===== src/rtl/console_cmd_parser_pkg.sv =====
// Shared types and ASCII constants for the UART console command parser.
package console_pkg;

   typedef enum logic [2:0] {
      StIdle,
      StOp,
      StAddr,
      StData,
      StSkip,
      StPend
   } state_e;

   localparam logic [7:0] AsciiCr = 8'h0D;
   localparam logic [7:0] AsciiLf = 8'h0A;
   localparam logic [7:0] AsciiSp = 8'h20;
   localparam logic [7:0] AsciiRUp = 8'h52;
   localparam logic [7:0] AsciiRLo = 8'h72;
   localparam logic [7:0] AsciiWUp = 8'h57;
   localparam logic [7:0] AsciiWLo = 8'h77;

   function automatic logic is_hex_char(input logic [7:0] c);
      return (c >= 8'h30 && c <= 8'h39) ||
             (c >= 8'h41 && c <= 8'h46) ||
             (c >= 8'h61 && c <= 8'h66);
   endfunction

endpackage


===== src/rtl/console_cmd_parser_if.sv =====
// Receive-byte stream in, command handshake out; master side is the parser.
interface console_cmd_parser_if #(
   parameter int unsigned ADDR_DIGITS = 4,
   parameter int unsigned DATA_DIGITS = 2
);

   logic [7:0]               rx_data;
   logic                     rx_valid;
   logic                     cmd_valid;
   logic                     cmd_ready;
   logic                     cmd_write;
   logic [4*ADDR_DIGITS-1:0] cmd_addr;
   logic [4*DATA_DIGITS-1:0] cmd_wdata;
   logic                     cmd_error;
   logic                     rx_dropped;

   modport master (
      input  rx_data, rx_valid, cmd_ready,
      output cmd_valid, cmd_write, cmd_addr, cmd_wdata, cmd_error, rx_dropped
   );

   modport slave (
      output rx_data, rx_valid, cmd_ready,
      input  cmd_valid, cmd_write, cmd_addr, cmd_wdata, cmd_error, rx_dropped
   );

endinterface


===== src/rtl/console_cmd_parser_ascii_to_hex.sv =====
// Combinational ASCII hex character to nibble decoder; non-hex input yields 0.
module ascii_to_hex (
   input  logic [7:0] char_i,
   output logic [3:0] nibble_o
);

   always_comb begin
      nibble_o = 4'h0;
      if (char_i >= 8'h30 && char_i <= 8'h39) begin
         nibble_o = char_i[3:0];
      end else if ((char_i >= 8'h41 && char_i <= 8'h46) ||
                   (char_i >= 8'h61 && char_i <= 8'h66)) begin
         // 'A'/'a' have low nibble 1, so +9 maps them to 10.
         nibble_o = char_i[3:0] + 4'd9;
      end
   end

endmodule


===== src/rtl/console_cmd_parser.sv =====
// Parses "R ADDR<CR>" / "W ADDR DATA<CR>" console lines into bus commands.
module console_cmd_parser
   import console_pkg::*;
#(
   parameter int unsigned ADDR_DIGITS = 4,
   parameter int unsigned DATA_DIGITS = 2
) (
   input logic                  clk,
   input logic                  rst,
   console_cmd_parser_if.master bus
);

   localparam int unsigned AW = 4 * ADDR_DIGITS;
   localparam int unsigned DW = 4 * DATA_DIGITS;
   localparam int unsigned MaxDigits = (ADDR_DIGITS > DATA_DIGITS) ? ADDR_DIGITS : DATA_DIGITS;
   localparam int unsigned CW = $clog2(MaxDigits + 1);

   state_e          state_q;
   logic            write_q;
   logic [CW-1:0]   count_q;
   logic [AW-1:0]   addr_q;
   logic [DW-1:0]   wdata_q;
   logic            valid_q;
   logic            error_q;
   logic            dropped_q;

   logic [3:0] nibble;
   logic       is_hex;
   logic       is_cr;
   logic       is_sp;
   logic       is_lf;
   logic       have_digit;

   ascii_to_hex u_ascii_to_hex (
      .char_i   (bus.rx_data),
      .nibble_o (nibble)
   );

   assign is_hex     = is_hex_char(bus.rx_data);
   assign is_cr      = (bus.rx_data == AsciiCr);
   assign is_sp      = (bus.rx_data == AsciiSp);
   assign is_lf      = (bus.rx_data == AsciiLf);
   assign have_digit = (count_q != '0);

   always_ff @(posedge clk or posedge rst) begin
      if (rst) begin
         state_q   <= StIdle;
         write_q   <= 1'b0;
         count_q   <= '0;
         addr_q    <= '0;
         wdata_q   <= '0;
         valid_q   <= 1'b0;
         error_q   <= 1'b0;
         dropped_q <= 1'b0;
      end else begin
         error_q   <= 1'b0;
         dropped_q <= 1'b0;
         if (state_q == StPend) begin
            if (valid_q && bus.cmd_ready) begin
               valid_q <= 1'b0;
               state_q <= StIdle;
            end
            if (bus.rx_valid && !is_lf) begin
               dropped_q <= 1'b1;
            end
         end else if (bus.rx_valid && !is_lf) begin
            unique case (state_q)
               StIdle: begin
                  if (bus.rx_data == AsciiRUp || bus.rx_data == AsciiRLo) begin
                     write_q <= 1'b0;
                     state_q <= StOp;
                  end else if (bus.rx_data == AsciiWUp || bus.rx_data == AsciiWLo) begin
                     write_q <= 1'b1;
                     state_q <= StOp;
                  end else if (!is_cr) begin
                     state_q <= StSkip;
                  end
               end
               StOp: begin
                  if (is_sp) begin
                     addr_q  <= '0;
                     count_q <= '0;
                     state_q <= StAddr;
                  end else if (is_cr) begin
                     error_q <= 1'b1;
                     state_q <= StIdle;
                  end else begin
                     state_q <= StSkip;
                  end
               end
               StAddr: begin
                  if (is_hex) begin
                     if (count_q == CW'(ADDR_DIGITS)) begin
                        state_q <= StSkip;
                     end else begin
                        addr_q  <= {addr_q[AW-5:0], nibble};
                        count_q <= count_q + 1'b1;
                     end
                  end else if (is_sp && write_q && have_digit) begin
                     wdata_q <= '0;
                     count_q <= '0;
                     state_q <= StData;
                  end else if (is_cr && !write_q && have_digit) begin
                     wdata_q <= '0;
                     valid_q <= 1'b1;
                     state_q <= StPend;
                  end else if (is_cr) begin
                     error_q <= 1'b1;
                     state_q <= StIdle;
                  end else begin
                     state_q <= StSkip;
                  end
               end
               StData: begin
                  if (is_hex) begin
                     if (count_q == CW'(DATA_DIGITS)) begin
                        state_q <= StSkip;
                     end else begin
                        wdata_q <= {wdata_q[DW-5:0], nibble};
                        count_q <= count_q + 1'b1;
                     end
                  end else if (is_cr && have_digit) begin
                     valid_q <= 1'b1;
                     state_q <= StPend;
                  end else if (is_cr) begin
                     error_q <= 1'b1;
                     state_q <= StIdle;
                  end else begin
                     state_q <= StSkip;
                  end
               end
               StSkip: begin
                  if (is_cr) begin
                     error_q <= 1'b1;
                     state_q <= StIdle;
                  end
               end
               default: state_q <= StIdle;
            endcase
         end
      end
   end

   assign bus.cmd_valid  = valid_q;
   assign bus.cmd_write  = write_q;
   assign bus.cmd_addr   = addr_q;
   assign bus.cmd_wdata  = wdata_q;
   assign bus.cmd_error  = error_q;
   assign bus.rx_dropped = dropped_q;

endmodule


===== src/flat_wrapper.sv =====
// flat-port wrapper written by rule: the top's interface ports become plain ports
module console_cmd_parser_flat import console_pkg::*;
#(
   parameter int unsigned ADDR_DIGITS = 4,
   parameter int unsigned DATA_DIGITS = 2
)
  (clk, rst, bus_rx_data, bus_rx_valid, bus_cmd_ready, bus_cmd_valid, bus_cmd_write, bus_cmd_addr, bus_cmd_wdata, bus_cmd_error, bus_rx_dropped);
  console_cmd_parser_if #(.ADDR_DIGITS(ADDR_DIGITS), .DATA_DIGITS(DATA_DIGITS)) bus_i ();
  input logic clk;
  input logic rst;
  input wire logic [$bits(bus_i.rx_data)-1:0] bus_rx_data;
  input wire logic [$bits(bus_i.rx_valid)-1:0] bus_rx_valid;
  input wire logic [$bits(bus_i.cmd_ready)-1:0] bus_cmd_ready;
  output wire logic [$bits(bus_i.cmd_valid)-1:0] bus_cmd_valid;
  output wire logic [$bits(bus_i.cmd_write)-1:0] bus_cmd_write;
  output wire logic [$bits(bus_i.cmd_addr)-1:0] bus_cmd_addr;
  output wire logic [$bits(bus_i.cmd_wdata)-1:0] bus_cmd_wdata;
  output wire logic [$bits(bus_i.cmd_error)-1:0] bus_cmd_error;
  output wire logic [$bits(bus_i.rx_dropped)-1:0] bus_rx_dropped;
  assign bus_i.rx_data = bus_rx_data;
  assign bus_i.rx_valid = bus_rx_valid;
  assign bus_i.cmd_ready = bus_cmd_ready;
  assign bus_cmd_valid = bus_i.cmd_valid;
  assign bus_cmd_write = bus_i.cmd_write;
  assign bus_cmd_addr = bus_i.cmd_addr;
  assign bus_cmd_wdata = bus_i.cmd_wdata;
  assign bus_cmd_error = bus_i.cmd_error;
  assign bus_rx_dropped = bus_i.rx_dropped;
  console_cmd_parser #(.ADDR_DIGITS(ADDR_DIGITS), .DATA_DIGITS(DATA_DIGITS)) u_core (.clk(clk), .rst(rst), .bus(bus_i));
endmodule

===== config.mk =====
export PLATFORM = sky130hd
export DESIGN_NAME = console_cmd_parser_flat
export DESIGN_NICKNAME = d
export VERILOG_FILES = /design/src/rtl/console_cmd_parser_pkg.sv /design/src/rtl/console_cmd_parser_if.sv /design/src/rtl/console_cmd_parser_ascii_to_hex.sv /design/src/rtl/console_cmd_parser.sv /design/src/flat_wrapper.sv
export SDC_FILE = /design/constraint.sdc
export NUM_CORES = 1
export LEC_CHECK = 0
export ABC_AREA = 1
export BUFFER_PORTS_ARGS = -buffer_cell sky130_fd_sc_hd__buf_2
export CAP_MARGIN = 25
export CELL_PAD_IN_SITES_DETAIL_PLACEMENT = 1
export CELL_PAD_IN_SITES_GLOBAL_PLACEMENT = 2
export CORE_UTILIZATION = 31
export DETAILED_ROUTE_END_ITERATION = 7
export HOLD_SLACK_MARGIN = 0.05
export PLACE_DENSITY = 0.82
export SLEW_MARGIN = 20
export SYNTH_ARGS = -nofsm -noshare
export SYNTH_HDL_FRONTEND = slang
export SYNTH_HIERARCHICAL = 1
export SYNTH_SLANG_ARGS = --single-unit

===== constraint.sdc =====
create_clock -name clk -period 2.1 [get_ports clk]
set_input_delay 0.105 -clock clk [delete_from_list [all_inputs] [get_ports clk]]
set_output_delay 0.105 -clock clk [all_outputs]
set_load 0.03 [all_outputs]

After elaboration in Yosys (flattened, before gate mapping)
Index checks and enable logic that the tools add are counted.

Register bits: 34.

Reductions and logical operators: 31. Mux-type cells: 59. $lt $le $gt $ge: 6. Equal/unequal tests: 33. Bitwise logic cells: 1. Add/sub/neg operators: 2.

Operators with widths (number): 2-to-1 mux 3 bit (22); 2-to-1 mux 16 bit (3); 2-to-1 mux 8 bit (5); equality test 8 x 7 -> 1 bit (second input constant) (4); one-hot mux 16 bit (2 select lines) (1); 2-to-1 mux 1 bit (21); equality test 8 x 4 -> 1 bit (second input constant) (2); >= comparator 8 x 7 -> 1 bit (second input constant) (2); less-or-equal comparator 8 x 7 -> 1 bit (second input constant) (2); one-hot mux 8 bit (2 select lines) (1); AND reduction 8 bit (2); inequality test 3 x 1 -> 1 bit (second input constant) (5); one-hot mux 3 bit (5 select lines) (1); AND reduction 6 bit (2); logical AND 1 bit (10); equality test 3 x 2 -> 1 bit (second input constant) (3); equality test 3 bit (second input constant) (3); inequality test 3 bit (second input constant) (3); one-hot mux 3 bit (3 select lines) (1); nonzero test 3 bit (3); equality test 8 x 6 -> 1 bit (second input constant) (1); >= comparator 8 x 6 -> 1 bit (second input constant) (1); less-or-equal comparator 8 x 6 -> 1 bit (second input constant) (1); 2-to-1 mux 4 bit (2); 17 further kinds (31).

Logic depth before layout (Yosys ltp)
Gate-level depths: netlist of run 1.

Depth in word-level cells: 9. Depth in mapped cells: 12.

By module
Netlist of run 1, hierarchy kept.

Modules (own cells, without submodules): console_cmd_parser (times used 1, cells each 284, area an instance 2028.2 um2, sequential area each 850.8 um2); ascii_to_hex (times used 1, cells each 31, area an instance 172.7 um2, sequential area each 0.0 um2).

Worst setup path after synthesis of run 1
Ideal clock, no wire load.

Path type: register -> register. Start point: register u_core.count_q[0]. End point: register u_core.wdata_q[0] (netlist: u_core/bus.cmd_wdata[0]). Period minus slack after synthesis: 1.610 ns. Cell stages (with the launch flop): 13. Buffers on the path: 0. Required time: 1.982 ns. Setup slack: 0.490 ns. Data arrival time: 1.492 ns. Cell sequence: dfrtp_1 -> inv_1 -> ha_1 -> nand2_1 -> inv_1 -> nor2_1 -> nand2_1 -> nand2_1 -> nand2_1 -> nand2_2 -> nand3_4 -> nand2_1 -> nand2_1.

Word-level cells in the longest chain between the ends: 5. Elaborated cells on any way between the ends: 10.

RTL lines: start, declared (RTL line console_cmd_parser.sv:20) `logic [CW-1:0] count_q;`; start signal, assigned (RTL line console_cmd_parser.sv:97) `count_q <= count_q + 1'b1;`; start signal, assigned (RTL line console_cmd_parser.sv:120) `count_q <= count_q + 1'b1;`; nonzero test 3 bit (RTL line console_cmd_parser.sv:43) `assign have_digit = (count_q != '0);`; logical AND 1 bit (RTL line console_cmd_parser.sv:99) `end else if (is_sp && write_q && have_digit) begin`; 2-to-1 mux 8 bit (RTL line console_cmd_parser.sv:99); 2-to-1 mux 8 bit (RTL line console_cmd_parser.sv:92) `if (is_hex) begin`; one-hot mux 8 bit (2 select lines) (RTL line console_cmd_parser.sv:67) `unique case (state_q)`; end signal, assigned (RTL line console_cmd_parser.sv:119) `wdata_q <= {wdata_q[DW-5:0], nibble};`; end, declared (RTL line console_cmd_parser.sv:22) `logic [DW-1:0] wdata_q;`.

Several ways; a longest one is shown, not always the timed one. The select of a mux whose other input is x is not followed. A chain may end at the register's enable or synchronous reset.

Final worst setup path of run 1
Start point: register u_core.count_q[0]. End point: register u_core.wdata_q[4] (netlist: u_core/bus.cmd_wdata[4]).

Same word-level chain as after synthesis.

==> results.toml, run 1 <==
[grt]
grt_overflow = 0
grt_pass1_wl_um = 9998
antenna_found_initial = 0
track_usage = 0.1712
grt_max_degree = 35
grt_pass1_vias = 2177

[cts]
cts_root_buffer = "clkbuf_8"
cts-buffers-inserted = 5
path_clk_slew_ns = 0.07
htreeDepth = 2
cts_tree = "done"
clockBufferDepth = 2
clk_latency_ns = 0.29
postCtsSetupRepairBufs = 0
numClockSinks = 34

[drt]
drt_iter0_markers = 89
avgViaCountPerCell = 4.692
dr.pass1.iters = 4
wirelength_um = 5630
ant_nets = 0
wire_per_inst_um = 12.29
vias = 2149
drc = 0

[timing]
fin_skew_ns = 0.005736
slew-limit-headroom = 0.6990
timing.setup.tns_ns = 0
rsz0062_at_grt = "no"
fin_crit_ns = 1.837
max_clock_freq_mhz = 544.3
finalCritPeriodShare = 0.8749
drv_slew = 0
worstMarginPinSlew_ns = 0.4515
setup_violations = 0
hold_violations = 0
setup_ws_ns = 0.2627

[setup_path]
slowest_stage = "dfrtp_1"
cp_max_fo = 9
worst-path-buf-inv = 2
reg2reg_setup_slack_ns = 0.26
cp-end-kind = "flip-flop"
path_cells = "inv_1 > ha_1 > nand2_1 > inv_1 > nor2_1 > nand2_1 > nand2_1 > nand2_1 > nand2_4 > nand3_4 > nand2_1 > nand2_1"
arrival_ns = 2.01
slowest_delay_ns = 0.39
cp-startpoint = "u_core/count_q[0]"
worstSetupPathType = "flip-flop to flip-flop"
crit_required_ns = 2.27
r2r-start = "u_core/count_q[0]"
path_delay_family = "simple AND/OR/NAND/NOR gates"
start_kind = "flip-flop"
crit_path_frequent_cell = "nand2_1"

[run]
drv_cap = 0

[floorplanning]
io_pins = 40
core_area_um2 = 6832
die_w_um = 86.26
die_y_um = 86.26
start_util = 0.3222
rows = 30
die-area_um2 = 7441

[power]
peakVddDrop_mv = 0.3318
p_per_area_nw_per_um2 = 582.3
p_leak_nw = 1.338
p_clk_frac = 0.306
pwr-share-comb = 0.220
p_sw_mw = 0.5141
p_int_mw = 1.003
sequentialPowerShare = 0.474
switching_share = 0.3388
power.total_mw = 1.518

[cells_and_area]
drive_gt1_frac = 0.2072
fin_cells = 458
area_delta_synth_final_pct = 18.42
num_antenna_cells = 0
nNetsFinal = 380

[synthesis]
ys.flop_type = "dfrtp_1"
synth-seq-cells = 34
netlist_area_um2 = 2201
yosys_warnings = 6
synth.avg_cell_area_um2 = 6.987
synth_fp_nets = 333
yosysTopAreaCell = "dfrtp_1"
synth.top_cells.by_area = "dfrtp_1 (39%), nand2_1 (18%), nor2_1 (6.5%)"
synth-seq-area-share = 0.3866
ys_top_cells_by_count = "nand2_1 (103), nor2_1 (38), dfrtp_1 (34), inv_1 (34), nand3_1 (28)"
synth_cells = 315
async_flop_share = 1.000
synth_most_common_cell = "nand2_1"
synth_edf_count = 0
synth_top_area_frac = 0.3866
ys_types = 23

[placement]
io_buffers = 39
dpl.hpwl_um = 4255
place_inst = 449
preCtsSetupSlack_ns = 0.2251
finalWeightedCongestion = 0.8191

[min_path]
min-delay-start = "bus_cmd_ready"
holdCritPathClass = "input pin to flip-flop"

[run_status]
status = "finished clean"
==> layer usage <==
layer | vias up | global-route usage | part of all wire
li1 | 1105 | - | -
met1 | 1002 | 0.2156 | 0.49
met2 | 36 | 0.2893 | 0.46
met3 | 6 | 0.03048 | 0.028
met4 | 0 | 0.07121 | 0.015
met5 | - | 0 | 0
==> path summary, 6_finish.rpt <==
check	cells past startpoint	endpoint
max	12	u_core/bus.cmd_wdata[4]
min	3	u_core/bus.cmd_valid
max reg2reg	12	u_core/bus.cmd_wdata[4]
min reg2reg	2	u_core/bus.cmd_addr[14]
max in group asynchronous	4	u_core/bus.cmd_addr[15]
min in group asynchronous	4	u_core/bus.cmd_wdata[4]
==> logic make-up after synthesis <==
| family | Yosys count | share of synthesized area |
|---|---|---|
| AOI/OAI and AO/OA | 37 | 0.1006 |
| xor gates and xnor gates | 2 | 0.007961 |
| adders and majority gates | 6 | 0.03411 |
| buffers and inverters | 41 | 0.08130 |
| DFF | 34 | 0.3866 |
| and+or+nand+nor | 195 | 0.3894 |
==> metrics by stage <==
step	instance area (um^2)	hold slack (ns)	util
CTS	2601	0.1402	0.3808
global placement	2502	0.2338	0.3663
detailed placement	2502	0.2443	0.3663
global route	2606	0.1779	0.3815
finish	2606	0.1550	0.3815
floorplan	2201	0.2212	-
==> worst register-to-register path, cell delays in order (launching register included) <==
cell and delay [ns]:
dfrtp_1 0.39, inv_1 0.08, ha_1 0.21, nand2_1 0.17, inv_1 0.10, nor2_1 0.13
nand2_1 0.09, nand2_1 0.07, nand2_1 0.10, nand2_4 0.14, nand3_4 0.12, nand2_1 0.08
nand2_1 0.05
==> cells in the final DEF, fill, tap and decap left out, drive strengths merged <==
master,instances
nand2,108
xor2,2
nand4,11
a21boi,1
dfrtp,34
nand3b,1
nand3,30
buf,43
nor3,1
inv,36
nor2,44
clkbuf,5
ha,6
clkinv,2
a21oi,2
o21ai,34
dlygate4sd3,2
==> state kept, by name (all words and copies together), names as in the netlist <==
name                   cells
u_core/bus.cmd_write       1
u_core/bus.cmd_wdata       8
u_core/bus.cmd_error       1
u_core/bus.cmd_addr       16
u_core/count_q             3
u_core/state_q             3
u_core/bus.cmd_valid       1
u_core/bus.rx_dropped      1
==> layout make-up <==
type / instances / area (um^2)
Clock buffer: 5 / 68.82
Clock inverter: 2 / 10.01
Fill cell: 915 / 4225
Inverter: 36 / 135.1
Multi-Input combinational cell: 240 / 1176
Sequential cell: 34 / 850.8
Tap cell: 96 / 120.1
Timing Repair Buffer: 45 / 245.2
==> power by group through the flow <==
stage / sequential (mW) / combinational [mW] / clock, mW
final: 0.719 / 0.333 / 0.465
after global routing: 0.726 / 0.376 / 0.516
after CTS: 0.719 / 0.337 / 0.494
after global placement: 0.732 / 0.332 / 0
after floorplan: 0.759 / 0.207 / 0
after detailed placement: 0.732 / 0.333 / 0
==> timing repair <==
item / CTS / global route
endpoints found under the hold margin: 35 / 0
endpoints found under the setup margin: 0 / 6
resized for setup: 0 / 1
hold buffers: 2 / 0
Power figures use the tool's default switching activity.
==> inputs of run 2 (changes only) <==
--- a/config.mk
+++ b/config.mk
@@ -5,15 +5,14 @@
 export SDC_FILE = /design/constraint.sdc
 export NUM_CORES = 1
 export LEC_CHECK = 0
-export ABC_AREA = 1
 export BUFFER_PORTS_ARGS = -buffer_cell sky130_fd_sc_hd__buf_2
 export CAP_MARGIN = 25
 export CELL_PAD_IN_SITES_DETAIL_PLACEMENT = 1
 export CELL_PAD_IN_SITES_GLOBAL_PLACEMENT = 2
-export CORE_UTILIZATION = 31
+export CORE_UTILIZATION = 34
 export DETAILED_ROUTE_END_ITERATION = 7
 export HOLD_SLACK_MARGIN = 0.05
-export PLACE_DENSITY = 0.82
+export PLACE_DENSITY = 0.81
 export SLEW_MARGIN = 20
 export SYNTH_ARGS = -nofsm -noshare
 export SYNTH_HDL_FRONTEND = slang
==> run 2 against run 1 <==
  * Setup slack got worse by 0.028 ns
  * Final cell count is 19% lower
  * Clock power increased by 34%
  * Via count down 6.4%
  * Die area fell by 7.0%
  * Routed wire length grew 9.1%
  * Clock skew is essentially flat
  * Maximum frequency down 1.5%
  * Power rose by 31%
  * Combinational power grew 77%
  * Largest cell class unchanged
==> results.toml, run 2 <==
[run_status]
status = "finished clean"

[placement]
place_area_um2 = 2641
io_buffers = 39
preCtsSetupSlack_ns = 0.1795
place_inst = 362
dpl.hpwl_um = 4542
finalWeightedCongestion = 0.8369

[grt]
track_usage = 0.1888
grt_pass1_wl_um = 10450
antenna_found_initial = 0
grt_pass1_vias = 2100
grt_max_degree = 35
grt_overflow = 0

[synthesis]
async_flop_share = 1.000
synth_top_area_frac = 0.3795
synth.top_cells.by_area = "dfrtp_1 (38%), mux2i_1 (13%), nand2_1 (5.5%)"
ys.flop_type = "dfrtp_1"
yosys_warnings = 6
yosysTopAreaCell = "dfrtp_1"
ys_types = 61
ys_top_cells_by_count = "dfrtp_1 (34), nand2_1 (33), inv_1 (30)"
netlist_area_um2 = 2242
synth_most_common_cell = "dfrtp_1"
synth-seq-cells = 34
synth-seq-area-share = 0.3795
synth.avg_cell_area_um2 = 9.461
synth_fp_nets = 255
synth_cells = 237
synth_edf_count = 0

[cts]
cts_tree = "done"
numClockSinks = 34
post_cts_resized = 0
postCtsSetupRepairBufs = 0
cts_root_buffer = "clkbuf_8"
clockBufferDepth = 2
clk_latency_ns = 0.29
cts-buffers-inserted = 5
path_clk_slew_ns = 0.07
htreeDepth = 2

[drt]
wire_per_inst_um = 16.60
vias = 2011
dr.pass1.iters = 4
ant_nets = 0
drt_iter0_markers = 158
wirelength_um = 6142
avgViaCountPerCell = 5.435
drc = 0

[timing]
setup_violations = 0
finalCritPeriodShare = 0.8880
drv_slew = 0
rsz0062_at_grt = "no"
fin_skew_ns = 0.006050
hold_violations = 0
setup_ws_ns = 0.2351
max_clock_freq_mhz = 536.2
timing.setup.tns_ns = 0
fin_crit_ns = 1.865
worstMarginPinSlew_ns = 0.4642
slew-limit-headroom = 0.6905

[setup_path]
cp-end-kind = "flip-flop"
worstSetupPathType = "flip-flop to flip-flop"
start_kind = "flip-flop"
arrival_ns = 2.07
cp_max_fo = 8
crit_required_ns = 2.30

[cells_and_area]
num_antenna_cells = 0
final_area_um2 = 2764
area_delta_synth_final_pct = 23.27
final_common_cell = "buf_2"
fin_cells = 370
nFillCells = 745
drive_gt1_frac = 0.2730
final_cell_mix = "buf_2 (39), dfrtp_1 (34), nand2_1 (33)"
largest_reg_flops = 16
nNetsFinal = 311

[floorplanning]
core_area_um2 = 6350
die_y_um = 83.21
die_w_um = 83.21
io_pins = 40
die-area_um2 = 6923
rows = 29
start_util = 0.3531

[min_path]
holdCritPathClass = "input pin to flip-flop"

[power]
peakVddDrop_mv = 0.3092
p_leak_nw = 1.219
p_per_area_nw_per_um2 = 719.8

[run]
drv_cap = 0
==> run 2: per-layer routing <==
| metal | vias to the layer above | GRT usage | wire, um |
|---|---|---|---|
| li1 | 954 | - | - |
| met1 | 997 | 0.2517 | 2983 |
| met2 | 52 | 0.3122 | 2882 |
| met3 | 8 | 0.03280 | 200 |
| met4 | 0 | 0.05643 | 75 |
| met5 | - | 0 | 0 |
==> run 2: final timing paths <==
path / from / endpoint / slack [ns] / cells after the start
min: bus_rx_valid / u_core/bus.cmd_error / 0.11 / 2
min in group asynchronous: rst / u_core/bus.cmd_addr[4] / 0.46 / 4
min reg2reg: u_core/bus.cmd_addr[15] / u_core/bus.cmd_addr[15] / 0.52 / 2
max: u_core/state_q[0] / u_core/state_q[2] / 0.24 / 5
max in group asynchronous: rst / u_core/bus.cmd_wdata[1] / 1.31 / 4
max reg2reg: u_core/state_q[0] / u_core/state_q[2] / 0.24 / 5
==> run 2: report_power, final <==
group	leakage (nW)	total [mW]	internal (mW)	switching [mW]
registers	0.335	0.775	0.717	0.0583
clock network	0.0573	0.625	0.380	0.245
logic	0.827	0.590	0.216	0.374
total	1.22	1.99	1.31	0.677
==> run 2: cell type report <==
cell class,count,area [um^2],share of cell area
timing repair buffer,58,365.4,0.1322
inverter,31,116.4,0.04210
clock buffer,6,82.58,0.02988
tap,77,96.34,0.03486
sequential,34,850.8,0.3078
multi-input combinational,163,1222,0.4423
clock inverter,1,30.03,0.01086
==> run 2: what timing repair did <==
item,in CTS,in global routing
setup endpoints to repair,0,0
endpoints found under the hold margin,34,0
hold buffers,1,0
==> run 2: logic make-up (layout without fill, tap and decap cells) <==
family | after synthesis | in the layout | synth area share
AOI/OAI and AO/OA | 45 | 45 | 0.1613
muxes | 29 | 29 | 0.1300
buffers and inverters | 40 | 96 | 0.07533
DFF | 34 | 34 | 0.3795
adders and majority gates | 6 | 6 | 0.03348
xor gates and xnor gates | 1 | 1 | 0.003907
and+or+nand+nor | 82 | 82 | 0.2165
==> run 2: worst max-delay path, cell delays in order (launching register included) <==
cell       delay (ns)
dfrtp_1          0.44
clkinv_1         0.30
a311o_1          0.40
o2bb2ai_1        0.31
o21ai_0          0.16
a22oi_1          0.17
==> run 2: through the flow <==
stage               power (mW)  hold slack, ns  utilization
CTS                      2.010          0.1001       0.4353
global placement         1.354          0.2380       0.4160
global route             2.099          0.1153       0.4353
finish                   1.990          0.1101       0.4353
detailed placement       1.370          0.2435       0.4160
floorplan                1.147          0.2466            -
